$ cat config.mk
export PLATFORM = sky130hd
export DESIGN_NAME = alarm_restart_sequencer
export DESIGN_NICKNAME = d
export VERILOG_FILES = /design/src/rtl/agc_alarm_pkg.sv /design/src/rtl/alarm_warn_filter.sv /design/src/rtl/alarm_restart_sequencer.sv
export SDC_FILE = /design/constraint.sdc
export NUM_CORES = 1
export LEC_CHECK = 0
export ABC_CLOCK_PERIOD_IN_PS = 3280
export CORE_MARGIN = 1.5
export CORE_UTILIZATION = 25
export DETAILED_ROUTE_END_ITERATION = 6
export SLEW_MARGIN = 25
export SYNTH_ARGS = -nofsm -noshare
export SYNTH_HDL_FRONTEND = slang
export SYNTH_SLANG_ARGS = --single-unit
$ cat constraint.sdc
create_clock -name CLOCK -period 3.28 [get_ports CLOCK]
set_clock_uncertainty 0.1 [all_clocks]
set_input_delay 0.492 -clock CLOCK [delete_from_list [all_inputs] [get_ports CLOCK]]
set_output_delay 0.492 -clock CLOCK [all_outputs]
set_load 0.02 [all_outputs]
$ cat src/rtl/agc_alarm_pkg.sv
// Shared types and constants for the alarm/restart sequencer: FSM states,
// cause indices and the lowest-index priority encoder.
package agc_alarm_pkg;

  localparam int CAUSE_W = 3;

  typedef enum logic [1:0] {
    IDLE = 2'd0,
    JAM  = 2'd1,
    HOLD = 2'd2
  } state_t;

  localparam logic [CAUSE_W-1:0] CAUSE_TCTRAP     = 3'd0;
  localparam logic [CAUSE_W-1:0] CAUSE_RUPTLOCK   = 3'd1;
  localparam logic [CAUSE_W-1:0] CAUSE_NIGHTWATCH = 3'd2;
  localparam logic [CAUSE_W-1:0] CAUSE_PARITY     = 3'd3;
  localparam logic [CAUSE_W-1:0] CAUSE_OSCFAIL    = 3'd4;
  localparam logic [CAUSE_W-1:0] CAUSE_VFAIL      = 3'd5;
  localparam logic [CAUSE_W-1:0] CAUSE_SCAFAL     = 3'd6;
  localparam logic [CAUSE_W-1:0] CAUSE_PIPAFL     = 3'd7;

  // Bit 0 is the highest-priority alarm, so scan downward and let the lowest set bit win.
  function automatic logic [CAUSE_W-1:0] lowest_set(input logic [7:0] v);
    logic [CAUSE_W-1:0] idx;
    idx = '0;
    for (int i = 7; i >= 0; i--) begin
      if (v[i]) idx = CAUSE_W'(i);
    end
    return idx;
  endfunction

endpackage

$ cat src/rtl/alarm_warn_filter.sv
// Tick-strobed saturating up/down counter driving WARN with hysteresis:
// WARN sets at WARN_THR and only clears once the count has drained to zero.
module alarm_warn_filter #(
  parameter int FILT_MAX = 15,
  parameter int WARN_THR = 8
) (
  input  logic CLOCK,
  input  logic rst,
  input  logic TICK,
  input  logic act,
  output logic WARN
);

  localparam int CW = $clog2(FILT_MAX + 1);

  logic [CW-1:0] cnt;
  logic [CW-1:0] cnt_nxt;

  always_comb begin
    cnt_nxt = cnt;
    if (TICK) begin
      if (act) begin
        if (cnt != CW'(FILT_MAX)) cnt_nxt = cnt + CW'(1);
      end else if (cnt != '0) begin
        cnt_nxt = cnt - CW'(1);
      end
    end
  end

  // WARN tracks the count being written so it asserts on the same edge the threshold is reached.
  always_ff @(posedge CLOCK) begin
    if (rst) begin
      cnt  <= '0;
      WARN <= 1'b0;
    end else begin
      cnt <= cnt_nxt;
      if (cnt_nxt >= CW'(WARN_THR)) WARN <= 1'b1;
      else if (cnt_nxt == '0)       WARN <= 1'b0;
    end
  end

endmodule

$ cat src/rtl/alarm_restart_sequencer.sv
// Alarm/restart controller: edge-triggered restart FSM, GOJAM pulse, sticky lamp/cause
// and filtered WARN. Defining ALARM_LOG_EN adds a 4-entry cause log FIFO.
module alarm_restart_sequencer
  import agc_alarm_pkg::*;
#(
  parameter int         NSRC         = 8,
  parameter logic [7:0] RESTART_MASK = 8'h3F,
  parameter int         JAM_CYCLES   = 4,
  parameter int         FILT_MAX     = 15,
  parameter int         WARN_THR     = 8
) (
  input  logic               CLOCK,
  input  logic               rst,
  input  logic [NSRC-1:0]    ALM_REQ,
  input  logic               TICK,
  input  logic               ERRST,
  output logic               GOJAM,
  output logic               RESTRT,
  output logic [CAUSE_W-1:0] CAUSE,
  output logic               CAUSE_VLD,
  output logic               WARN,
  output logic [NSRC-1:0]    ALM_STK
`ifdef ALARM_LOG_EN
  ,
  input  logic               LOG_POP,
  output logic [CAUSE_W-1:0] LOG_DATA,
  output logic               LOG_EMPTY,
  output logic               LOG_OVF
`endif
);

  localparam int JW = (JAM_CYCLES > 1) ? $clog2(JAM_CYCLES) : 1;
  localparam logic [JW-1:0] JAM_LAST = JW'(JAM_CYCLES - 1);
  localparam logic [NSRC-1:0] MASK = RESTART_MASK[NSRC-1:0];

  state_t             state;
  state_t             state_nxt;
  logic [JW-1:0]      jam_cnt;
  logic [NSRC-1:0]    prev;
  logic [NSRC-1:0]    rise;
  logic [7:0]         rise8;
  logic [CAUSE_W-1:0] cause_nxt;
  logic               start_jam;
  logic               errst_ok;

  assign rise = ALM_REQ & ~prev & MASK;

  always_comb begin
    rise8             = '0;
    rise8[NSRC-1:0]   = rise;
    cause_nxt         = lowest_set(rise8);
  end

  // A new restart may only start outside JAM; in HOLD a fresh rise wins over the return to IDLE.
  always_comb begin
    state_nxt = state;
    start_jam = 1'b0;
    errst_ok  = 1'b0;
    case (state)
      IDLE: begin
        errst_ok = ERRST;
        if (|rise) begin
          start_jam = 1'b1;
          state_nxt = JAM;
        end
      end
      JAM: begin
        if (jam_cnt == JAM_LAST) state_nxt = HOLD;
      end
      HOLD: begin
        errst_ok = ERRST;
        if (|rise) begin
          start_jam = 1'b1;
          state_nxt = JAM;
        end else if ((ALM_REQ & MASK) == '0) begin
          state_nxt = IDLE;
        end
      end
      default: state_nxt = IDLE;
    endcase
  end

  always_ff @(posedge CLOCK) begin
    if (rst) begin
      state   <= IDLE;
      jam_cnt <= '0;
      prev    <= '0;
    end else begin
      state <= state_nxt;
      prev  <= ALM_REQ;
      if (start_jam)         jam_cnt <= '0;
      else if (state == JAM) jam_cnt <= jam_cnt + JW'(1);
    end
  end

  assign GOJAM = (state == JAM);

  // A restart in the same cycle as ERRST keeps the lamp lit with the new cause, but the sticky alarms still clear.
  always_ff @(posedge CLOCK) begin
    if (rst) begin
      RESTRT    <= 1'b0;
      CAUSE     <= '0;
      CAUSE_VLD <= 1'b0;
      ALM_STK   <= '0;
    end else begin
      if (start_jam) begin
        RESTRT    <= 1'b1;
        CAUSE     <= cause_nxt;
        CAUSE_VLD <= 1'b1;
      end else if (errst_ok) begin
        RESTRT    <= 1'b0;
        CAUSE     <= '0;
        CAUSE_VLD <= 1'b0;
      end
      ALM_STK <= errst_ok ? '0 : (ALM_STK | ALM_REQ);
    end
  end

  alarm_warn_filter #(
    .FILT_MAX (FILT_MAX),
    .WARN_THR (WARN_THR)
  ) u_filter (
    .CLOCK (CLOCK),
    .rst   (rst),
    .TICK  (TICK),
    .act   ((|ALM_REQ) | RESTRT),
    .WARN  (WARN)
  );

`ifdef ALARM_LOG_EN
  logic [CAUSE_W-1:0] log_mem [4];
  logic [1:0]         wr_ptr;
  logic [1:0]         rd_ptr;
  logic [2:0]         log_cnt;
  logic               log_full;
  logic               do_pop;
  logic               do_push;

  assign LOG_EMPTY = (log_cnt == 3'd0);
  assign log_full  = (log_cnt == 3'd4);
  assign do_pop    = LOG_POP & ~LOG_EMPTY;
  // A pop frees the slot the simultaneous push needs, so a full log still accepts it.
  assign do_push   = start_jam & (~log_full | do_pop);
  assign LOG_DATA  = log_mem[rd_ptr];

  always_ff @(posedge CLOCK) begin
    if (do_push) log_mem[wr_ptr] <= cause_nxt;
  end

  always_ff @(posedge CLOCK) begin
    if (rst) begin
      wr_ptr  <= '0;
      rd_ptr  <= '0;
      log_cnt <= '0;
      LOG_OVF <= 1'b0;
    end else begin
      if (do_push) wr_ptr <= wr_ptr + 2'd1;
      if (do_pop)  rd_ptr <= rd_ptr + 2'd1;
      case ({do_push, do_pop})
        2'b10:   log_cnt <= log_cnt + 3'd1;
        2'b01:   log_cnt <= log_cnt - 3'd1;
        default: log_cnt <= log_cnt;
      endcase
      if (start_jam & ~do_push) LOG_OVF <= 1'b1;
    end
  end
`endif

endmodule

# Yosys cells after proc, flatten, opt, wreduce, memory -nomap -nowiden
# Index checks and enable logic that the tools add are counted.
dict set report word_totals {
  regBits 27
  elab_cells 59
}
dict set report op_classes {
  reduce_logical 12
  eq_ne 7
  muxes 24
  n_lt_le_gt_ge 1
  addsub 3
  n_bitwise 4
}
# cell count
set ops {}
lappend ops {{$mux 3} 8}
lappend ops {{$mux 4} 4}
lappend ops {{$logic_not 8->1} 1}
lappend ops {{$mux 2} 4}
lappend ops {{$or 8x8->8} 1}
lappend ops {{$reduce_or 8->1} 1}
lappend ops {{$mux 1} 7}
lappend ops {{$and 6x6->6} 1}
lappend ops {{$not 6->6} 1}
lappend ops {{$pmux 2 s3} 1}
lappend ops {{$reduce_or 2->1} 3}
lappend ops {{$reduce_or 6->1} 1}
lappend ops {{$add 4x1->4 const B} 1}
lappend ops {{$eq 2x2->1 const B} 2}
lappend ops {{$ge 4x4->1 const B} 1}
lappend ops {{$logic_not 4->1} 1}
lappend ops {{$ne 4x4->1 const B} 1}
lappend ops {{$reduce_bool 2->1} 2}
lappend ops {{$reduce_bool 4->1} 1}
lappend ops {{$sub 4x1->4 const B} 1}
lappend ops {{$ne 3x3->1 const B} 1}
lappend ops {{$reduce_and 3->1} 1}
lappend ops {{$add 2x1->2 const B} 1}
lappend ops {{$eq 2x1->1 const B} 1}
lappend ops {{4 further kinds} 4}

# Depth between registers and ports, before layout
dict set report depth {
  depth_word 9
  mapped_depth 8
  ltp_nobuf 8
}

# Modules after synthesis
# Synthesis repeated with hierarchy kept, for this count alone.
dict set report hier_totals {
  cells_unflattened 141
  area_unflattened_um2 1288.7
}
# mod area_per_inst_um2 cells_each n_inst
set modules_own_cells {}
lappend modules_own_cells {alarm_restart_sequencer 895.9 91 1}
lappend modules_own_cells {alarm_warn_filter 392.9 50 1}

# Worst setup path before layout
# Ideal clock, no wire load.
dict set report synth_path {
  path_type {input-to-reg}
  start {input port ALM_REQ[3]}
  end {register u_filter.WARN}
  arrival_ps 1781
  slack_ps 1324
  n_path_buf 0
  cell_stages 6
  setup_time_ps 74
  cell_sequence {nor4_4 -> nand3_4 -> mux2_4 -> a211oi_4 -> nor2_1 -> a31oi_1}
}
dict set report synth_via {
  elab_chain_cells 6
  word_cells_on_any_way 8
  classes_between {1 x order compare; 3 x mux; 1 x bitwise; 3 x reduce/logical}
}
# item line_no
set synth_lines {}
lappend synth_lines {{start, declared} alarm_restart_sequencer.sv:14} ;# input logic [NSRC-1:0] ALM_REQ,
lappend synth_lines {{$reduce_or 8->1 (*)} alarm_restart_sequencer.sv:126} ;# .act ((|ALM_REQ) | RESTRT),
lappend synth_lines {{$or 1x1->1 (*)} alarm_restart_sequencer.sv:126}
lappend synth_lines {{$mux 4 (*)} alarm_warn_filter.sv:22} ;# if (act) begin
lappend synth_lines {{$mux 4 (*)} alarm_warn_filter.sv:21} ;# if (TICK) begin
lappend synth_lines {{$ge 4x4->1 / $logic_not 4->1 (equally long branches)} {alarm_warn_filter.sv:37, alarm_warn_filter.sv:38}}
lappend synth_lines {{$mux 1 / $reduce_bool 2->1 (equally long branches)} --}
lappend synth_lines {{end signal, assigned} alarm_warn_filter.sv:34} ;# WARN <= 1'b0;
lappend synth_lines {{end signal, assigned} alarm_warn_filter.sv:37} ;# if (cnt_nxt >= CW'(WARN_THR)) WARN <= 1'b1;
lappend synth_lines {{end signal, assigned} alarm_warn_filter.sv:38} ;# else if (cnt_nxt == '0) WARN <= 1'b0;
lappend synth_lines {{end, declared} alarm_warn_filter.sv:11} ;# output logic WARN
# Every way passes the cells marked *; elsewhere a longest branch is shown, timed or not.
# A chain may end at the register's enable or synchronous reset.

# Final worst setup path
dict set report layout_path {
  start {register state[0]}
  end {output port GOJAM}
}
dict set report layout_via {
  elab_chain_cells 1
}
# item line_no
set layout_lines {}
lappend layout_lines {{start, declared} alarm_restart_sequencer.sv:36} ;# state_t state;
lappend layout_lines {{start signal, assigned} alarm_restart_sequencer.sv:89} ;# state <= state_nxt;
lappend layout_lines {{$eq 2x1->1} alarm_restart_sequencer.sv:96} ;# assign GOJAM = (state == JAM);
lappend layout_lines {{end, declared} alarm_restart_sequencer.sv:17} ;# output logic GOJAM,
# Every way passes these cells.

==> reports/metrics.cfg <==
[clocking]
cts_buffer_depth=2
cts_made_buffers=3
htreeDepth=1
cts_root_buf=clkbuf_8
cts_setup_buffers=0
cts_hold_repair.buffers=0
cts_sinks=27
clk_pin_slew_ns=0.09
cts_tree=yes
clock_latency_ns=0.27
postCtsResizedCells=0

[timing]
max_freq_ghz=0.427
tightest_slew_ns=0.389
finalCritPeriodShare=0.714
period_needed_ns=2.34
whs_ns=0.359
final_max_slew_viol_count=0
timing.slew.headroom=0.740
hold_violations=0
setup_tns_ns=0
rsz0062_at_grt=false
finalSetupViolCount=0

[power]
swShare=0.272
intPower_w=0.000509
powerDensity_nw_per_um2=437
p_leak_nw=0.603
power.switching_w=0.000190
clkPwrFrac=0.269
p_comb_frac=0.210
ir_worst_vdd_uv=204
pwr-share-seq=0.521

[cells_and_area]
drive_gt1_frac=0.0764
area_growth_syn_to_layout_pct=31.3
final_util=0.339
fin_nets=173
fin_cells=224
fin_area_um2=1600
diodes=0

[routing]
routed_wl_um=2500
wire_per_inst_um=11.1
via_count=981
viasPerCell=4.38
drt_pass1_iterations=4
drc=0
ant_nets=0
drtIter0Drc=35

[worst_hold_path]
min_path_cells=1
worstHoldPathType=reg2reg
min_from=ALM_STK[4]

[placement]
postPlaceCellArea_um2=1560
hpwl_um=1930
placed_cells=220
gp_congestion=0.754
portBuffers=26

[global_routing]
grt_max_degree=15
overflow=0
antenna_found_initial=0
grt_pass1_wl_um=4150
grt_pass1_vias=875
track_usage=0.101

[yosys]
synthMuxAreaShare=0.0452
ys_warn_count=0
synthesis.nets=146
synthTopCellsByArea=dfxtp_1, nor2b_1, o21a_1, nor2_1, mux2i_1
synth_top_family_by_area=simple AND/OR/NAND/NOR gates
yosysSeqAreaShare=0.444
syn_area_um2=1220
synth_cell_types=36
synth_compound_area_frac=0.154
synthSimpleGateAreaFrac=0.275
yosysTopAreaCellShare=0.444
synth_cells=131
synth_seq_cells=27
syn_avg_cell_area_um2=9.30
synth-xor-area-share=0.0144
yosysTopAreaCell=dfxtp_1
synthAdderAreaFrac=0.0308

[die]
io_pins=27
die_h_um=72.8
core_area_um2=4720
rows=25
start_util=0.258
dieWidth_um=72.8
die_area_um2=5300

[critical_path]
reg2reg_depth=6
cp_max_fo=5
worstPathRequired_ns=2.69
endpoint_kind=primary output
startpoint_type=register
timing.rr.start=CAUSE_VLD
crit_type=reg2out
worstSetupStartpoint=state[0]
critical_path_arrival_ns=1.75

[job]
drv_cap=0

[status]
outcome=complete, no violations

-- final cells by class --
class	instances	area, µm²
Tap cell	67	83.8
Clock buffer	4	45.0
Inverter	4	15.0
Multi-Input combinational cell	93	633
Sequential cell	27	541
Fill cell	505	3120
Timing Repair Buffer	29	283
-- worst max-delay path, stage by stage (launching register included) --
cell and delay (ns):
dfxtp_1 0.41, nor2b_1 0.38, clkdlybuf4s50_1 0.68
-- sequential cells by signal, summed over array words and instances (netlist names) --
register	count
state	2
jam_cnt	2
ALM_STK	8
CAUSE_VLD	1
u_filter.cnt	4
CAUSE	3
u_filter.WARN	1
prev	6
-- cells in the final DEF (no fill, tap or decap), drive strengths merged, types with 2 or more instances in the layout --
cell,count
nand4,2
clkbuf,4
a21oi,7
mux2i,4
xnor2,2
nor2b,13
nand2,4
nand3,5
ha,3
a31oi,3
nor4,2
nor3,5
o21a,8
dfxtp,27
o21ai,2
nand2b,4
clkdlybuf4s50,26
nor2,16
buf,3
inv,4
-- per-layer routing --
| metal | GRT usage | share of wire | vias to the layer above |
|---|---|---|---|
| met3 | 0.0249 | 0.042 | 4 |
| met2 | 0.155 | 0.43 | 21 |
| met4 | 0.0377 | 0.015 | 0 |
| met1 | 0.137 | 0.51 | 448 |
| met5 | 0 | 0 | - |
| li1 | - | - | 508 |
-- worst paths after layout --
kind,end,slack [ns]
setup / recovery,GOJAM,0.94
hold reg to reg,ALM_STK[4],0.36
hold / removal,ALM_STK[4],0.36
setup reg to reg,u_filter.WARN,1.35
-- synth_stat cells --
master	number
inv_1	4
nor3_2	1
a32oi_1	1
o21ai_0	2
a22o_1	1
nand2_1	4
nor4_1	1
nand3_4	1
o21a_1	8
ha_1	3
nand4_1	2
nor2_2	1
mux2_4	1
a31oi_1	3
a21oi_1	7
o2111ai_1	1
nand3b_1	1
xnor2_1	2
a41oi_1	1
and3_1	1
buf_4	1
nor4_4	1
nor3b_1	1
nor3_1	4
or3_1	1
dfxtp_1	27
nor2_1	15
clkbuf_1	6
mux2i_1	4
and4b_1	1
o221ai_1	1
nand2b_1	4
and2_1	1
nor2b_1	13
nand3_1	4
a211oi_4	1
-- cells by family after synthesis --
family / after synthesis
multiplexers: 5
buffers and inverters: 11
flip-flops: 27
adder cells (fa/ha/maj): 3
XOR/XNOR: 2
AO/OA/AOI/OAI: 26
AND/OR/NAND/NOR: 57
-- power groups by stage --
stage	registers, W	clock network (W)	logic (W)
after floorplan	0.000382	0	0.0000745
after global placement	0.000373	0	0.000147
after detailed placement	0.000372	0	0.000148
after CTS	0.000365	0.000197	0.000149
after global routing	0.000368	0.000210	0.000162
final	0.000364	0.000188	0.000147
-- per-stage QoR --
step | total power, W | setup WS [ns]
3_3_place_gp | 0.000520 | 0.747
5_1_grt | 0.000740 | 0.838
3_5_place_dp | 0.000521 | 0.663
6_report | 0.000700 | 0.938
2_1_floorplan | 0.000457 | 1.32
4_1_cts | 0.000711 | 0.931
Note: power is estimated with default switching activity, not from simulation.
==> edit 1: new RTL, same flow settings <==
Add an input register stage for `ALM_REQ` and `TICK`, without a reset; this delays them by one clock.
--- a/src/rtl/alarm_restart_sequencer.sv
+++ b/src/rtl/alarm_restart_sequencer.sv
@@ -34,4 +34,12 @@
   localparam logic [NSRC-1:0] MASK = RESTART_MASK[NSRC-1:0];
 
+  logic [NSRC-1:0] ALM_REQ_q;
+  logic TICK_q;
+
+  always_ff @(posedge CLOCK) begin
+    ALM_REQ_q <= ALM_REQ;
+    TICK_q    <= TICK;
+  end
+
   state_t             state;
   state_t             state_nxt;
@@ -44,5 +52,5 @@
   logic               errst_ok;
 
-  assign rise = ALM_REQ & ~prev & MASK;
+  assign rise = ALM_REQ_q & ~prev & MASK;
 
   always_comb begin
@@ -73,5 +81,5 @@
           start_jam = 1'b1;
           state_nxt = JAM;
-        end else if ((ALM_REQ & MASK) == '0) begin
+        end else if ((ALM_REQ_q & MASK) == '0) begin
           state_nxt = IDLE;
         end
@@ -88,5 +96,5 @@
     end else begin
       state <= state_nxt;
-      prev  <= ALM_REQ;
+      prev  <= ALM_REQ_q;
       if (start_jam)         jam_cnt <= '0;
       else if (state == JAM) jam_cnt <= jam_cnt + JW'(1);
@@ -113,5 +121,5 @@
         CAUSE_VLD <= 1'b0;
       end
-      ALM_STK <= errst_ok ? '0 : (ALM_STK | ALM_REQ);
+      ALM_STK <= errst_ok ? '0 : (ALM_STK | ALM_REQ_q);
     end
   end
@@ -123,6 +131,6 @@
     .CLOCK (CLOCK),
     .rst   (rst),
-    .TICK  (TICK),
-    .act   ((|ALM_REQ) | RESTRT),
+    .TICK  (TICK_q),
+    .act   ((|ALM_REQ_q) | RESTRT),
     .WARN  (WARN)
   );
Function: changed (Yosys sat finds a counterexample within 4 cycles, from zero or initial values and one cycle with rst high).
==> edit 1 against the original RTL <==
Setup slack better by 0.041 ns. Final area grew 13%. Count of clock-buffer cells in the layout is 4 higher. Synthesized area increased by 16%. Wire length rose by 7.9%. Power up 33%. Synthesized cell count grew 8.4%. Sequential cell count up 9. Critical path type unchanged. Largest power group unchanged.
==> edit 1: results (changes against the original RTL) <==
Placement
  – GPL Wtd Cong: 0.736 (-2.4%)
  – IO Port Bufs: 26 (unchanged)
  – Placed cell area: 1720 um2 (+10%)
  – Placed insts: 235 (+6.8%)
  – HPWL after DPL: 2.05 mm (+5.9%)

Synth
  – Sequential area share after synthesis: 0.511 (+0.0671)
  – Net Count, Synth: 157 (+7.5%)
  – Yosys warns: 0 (unchanged)
  – Post-synth ARST share: 0 (unchanged)
  – Yosys cell types: 37 (+2.8%)
  – Synth area leaders: dfxtp_1 51%, o21a_1 4.8%, nor2b_1 4.4%
  – Synth top cells by count: 36 x dfxtp_1, 12 x nor2_1, 10 x nor2b_1, 9 x o21a_1
  – Syn Inst Count: 142 (+8.4%)

Power
  – VDD IR-drop max: 0.301 mV (+48%)
  – Combinational power share: 0.140 (-0.070)
  – P_seq: 485 uW (+33%)
  – Leak: 0.676 nW (+12%)
  – Sw Ratio: 0.246 (-0.0266)

Job
  – MaxCap Viol Count: 0 (unchanged)

Clock network
  – Post-CTS Resized: 0 (unchanged)
  – Root Buffer Master: clkbuf_8
  – H-tree level count: 2 (+1)
  – Clk_lat worst skew: 0.28 ns
  – CTS max path bufs: 2 (unchanged)
  – Post-CTS setup buffer count: 0 (unchanged)
  – Reg clk slew, reported paths: 0.06 ns (-0.03 ns)
  – CTS buffer count: 5 (+2)

Min path
  – Hold Crit Class: reg -> reg

Worst setup path
  – Worst stage delay on the critical path: 0.67 ns
  – CP top delay family: buffers and inverters
  – Max Fanout on Critical Path: 6 (+1)
  – Arrival time worst endpoint: 1.71 ns (-0.04 ns)
  – CP max-delay cell: clkdlybuf4s50_1

Finish
  – Layout cell share with drive strength beyond 1: 0.0643 (-0.0121)
  – Fillers: 595 (+18%)
  – Top Registers: ALM_REQ_q: 8 flops, ALM_STK: 8 flops, prev: 6 flops
  – Final net count: 185 (+6.9%)
  – Final Non-Filler Cells: 243 (+8.5%)
  – N_diodes: 0 (unchanged)

STA
  – Worst hold margin: 0.358 ns (-0.000561 ns)
  – Actual slew at the worst max-slew pin: 0.686 ns (+0.297 ns)

Status
  – Run status: complete, no violations

Detailed routing
  – DRT iter0 DRCs: 35 (unchanged)
  – Drt wl/cell: 11.1 um (-0.51%)
  – DR pass1 iterations: 4 (unchanged)
  – DR vias: 1069 (+9.0%)

GRT
  – First-pass GRT wire length: 4.51 mm (+8.7%)
  – Largest net degree at the start of global routing: 21 (+6)
  – Vias in the first global route: 1002 (+15%)
  – GRT Total Usage: 0.0944 (-0.00654)
  – Antenna violations before repair: 0 (unchanged)
-- edit 1: cell count changes after synthesis, sizes merged, moves of 3 or more --
cell and change:
dfxtp +9, nor2 -4, clkbuf -3, o21ai +5
-- edit 1: cell type report --
cell class | instances | area (um2) | share of cell area
repair buffers | 27 | 268 | 0.148
inverters | 5 | 18.8 | 0.0104
well taps | 72 | 90.1 | 0.0498
clock buffers | 8 | 90.1 | 0.0498
flip-flops and latches | 36 | 721 | 0.399
multi-input cells | 95 | 621 | 0.343
-- edit 1: routing by layer --
layer | vias to the layer above | track usage | wire, um
met5 | - | 0 | 0
met4 | 0 | 0.0429 | 42
met3 | 5 | 0.0349 | 115
met2 | 17 | 0.154 | 1310
met1 | 491 | 0.110 | 1230
li1 | 556 | - | -
-- edit 1: stage by stage --
stage / power, mW / setup slack, ns
floorplan: 0.573 / 1.51
global placement: 0.626 / 1.25
detailed placement: 0.627 / 1.18
CTS: 0.943 / 0.957
global route: 0.976 / 0.862
finish: 0.929 / 0.980
-- edit 1: path summary, 6_finish.rpt --
check                        start                    end  slack, ns  cells after the start
max          state[0]$_SDFFE_PP0P_                  GOJAM       0.98                      3
min          ALM_STK[2]$_SDFF_PP0_  ALM_STK[2]$_SDFF_PP0_       0.36                      1
max reg2reg   ALM_REQ_q[0]$_DFF_P_  CAUSE[0]$_SDFFE_PP0P_       1.32                      6
min reg2reg  ALM_STK[2]$_SDFF_PP0_  ALM_STK[2]$_SDFF_PP0_       0.36                      1
-- edit 1: logic make-up (layout without fill, tap and decap cells) --
logic type,Yosys count,count (layout),synth area share
AOI/OAI and AO/OA,31,31,0.147
buffers and inverters,11,40,0.0496
muxes,5,5,0.0355
xor gates and xnor gates,2,2,0.0124
adders and majority gates,3,3,0.0266
DFF,36,36,0.511
and+or+nand+nor,54,54,0.218
==> edit 2: new RTL, same settings <==
Without the edit above. `FILT_MAX` is set to 15 in 2 places; all go to 16.
--- a/src/rtl/alarm_warn_filter.sv
+++ b/src/rtl/alarm_warn_filter.sv
@@ -2,5 +2,5 @@
 // WARN sets at WARN_THR and only clears once the count has drained to zero.
 module alarm_warn_filter #(
-  parameter int FILT_MAX = 15,
+  parameter int FILT_MAX = 16,
   parameter int WARN_THR = 8
 ) (
--- a/src/rtl/alarm_restart_sequencer.sv
+++ b/src/rtl/alarm_restart_sequencer.sv
@@ -7,5 +7,5 @@
   parameter logic [7:0] RESTART_MASK = 8'h3F,
   parameter int         JAM_CYCLES   = 4,
-  parameter int         FILT_MAX     = 15,
+  parameter int         FILT_MAX     = 16,
   parameter int         WARN_THR     = 8
 ) (
Check against the original RTL: no difference found for any inputs over 10 cycles, from zero or initial values and one cycle with rst high; that may be too few to reach the edited logic, so the function may still have changed.
==> edit 2 against the original RTL <==
Global-route usage up 0.42 points. Power up 16%. Count of clock-buffer cells in the layout down 1. Wire length up 21%. Synthesized area up 16%. Setup slack worse by 0.039 ns. Final area up 12%. Sequential cell count up 1.
==> edit 2: results (changes against the original RTL) <==
Status
  – Run status: complete, no violations

Clock network
  – Clk_lat worst skew: around 0.28 ns
  – Post-CTS Hold Buffers: 0 (unchanged)

Worst setup path
  – Worst stage delay on the critical path: 0.68 ns (about the same)
  – Reg2Reg Depth: 7 (+1)
  – Critical path origin: state[0]$_SDFFE_PP0P_
  – R2R Setup Slk: 1.05 ns (-0.30 ns)
  – Crit path capture: GOJAM
  – Worst r2r src: u_filter.cnt[0]$_SDFF_PP0_
  – Max Fanout on Critical Path: 6 (+1)
  – Arrival time worst endpoint: 1.79 ns (+0.04 ns)

Synth
  – Synth area leaders: dfxtp_1 40%, nor2b_1 6.2%, o21a_1 4.2%
  – Syn Inst Count: 157 (+20%)
  – Net Count, Synth: 172 (+18%)
  – Yosys cell types: 46 (+28%)
  – Synth top cells by count: 28 x dfxtp_1, 14 x nor2b_1, 13 x nor2_1, 8 x o21a_1
  – Sequential area share after synthesis: 0.396 (-0.0471)

Placement
  – HPWL after DPL: 2.20 mm (+14%)
  – Pre-CTS setup slack: 0.671 ns (+0.00833 ns)
  – GPL Wtd Cong: 0.887 (+18%)
  – Placed cell area: 1710 um2 (+10%)

Floorplan
  – Initial Util: 0.258 (+0.000331)

Detailed routing
  – Drt wl/cell: 12.1 um (+8.2%)
  – DR pass1 iterations: 4 (unchanged)
  – DR vias: 1201 (+22%)
  – DRT iter0 DRCs: 71 (+100%)

GRT
  – Met2 Use GR: 0.164 (+0.00940)
  – First-pass GRT wire length: 5.29 mm (+28%)
  – M3 GR Usage: 0.0256 (+0.000720)
  – M1 GR Usage: 0.139 (+0.00212)
  – GRT Total Usage: 0.105 (+0.00418)
  – Largest net degree at the start of global routing: 19 (+4)

Power
  – Sw Ratio: 0.265 (-0.00684)
  – Power Total: 810 uW (+16%)
  – Leak: 0.669 nW (+11%)
  – Clk pwr: 278 uW (+48%)
  – VDD IR-drop max: 0.214 mV (+5.0%)
  – P_seq: 378 uW (+4%)

STA
  – Actual slew at the worst max-slew pin: 0.464 ns (+0.0750 ns)
  – Worst hold margin: 0.358 ns (-0.000428 ns)
  – Tmin final: 2.38 ns (+0.0394 ns)

Finish
  – Top Registers: ALM_STK: 8 flops, prev: 6 flops, u_filter.cnt: 5 flops
  – Fillers: 596 (+18%)
  – Final net count: 195 (+13%)
  – Final Non-Filler Cells: 251 (+12%)
  – Layout cell share with drive strength beyond 1: 0.0838 (+0.00737)

Min path
  – Hold path start: ALM_STK[6]$_SDFF_PP0_
  – Hold EP: ALM_STK[6]$_SDFF_PP0_
==> edit 2: changes by cell type in the layout (fill, tap and decap cells not counted), sizes merged, moves of 3 or more <==
cell and change:
and2 +3, inv +3, nand2 +3, a21oi -3, nor2 -3
==> edit 2: layout make-up <==
class                           instances  area share
Multi-Input combinational cell        113       0.431
Sequential cell                        28       0.314
Timing Repair Buffer                   27       0.150
Tap cell                               72      0.0505
Clock buffer                            3      0.0231
Clock inverter                          1      0.0168
Inverter                                7      0.0147
==> edit 2: metal layers <==
metal | vias to the layer above | wire (um)
met5 | - | 0
met4 | 0 | 46
met3 | 9 | 191
met2 | 34 | 1310
met1 | 548 | 1480
li1 | 610 | -
==> edit 2: logic make-up (layout without fill, tap and decap cells) <==
group                      Yosys count  after routing  share of synthesized area
buffers and inverters               16             38                     0.0593
xor gates and xnor gates             2              2                     0.0124
adders and majority gates            3              3                     0.0266
and+or+nand+nor                     68             68                      0.274
muxes                                2              2                     0.0142
DFF                                 28             28                      0.396
AOI/OAI and AO/OA                   38             38                      0.217
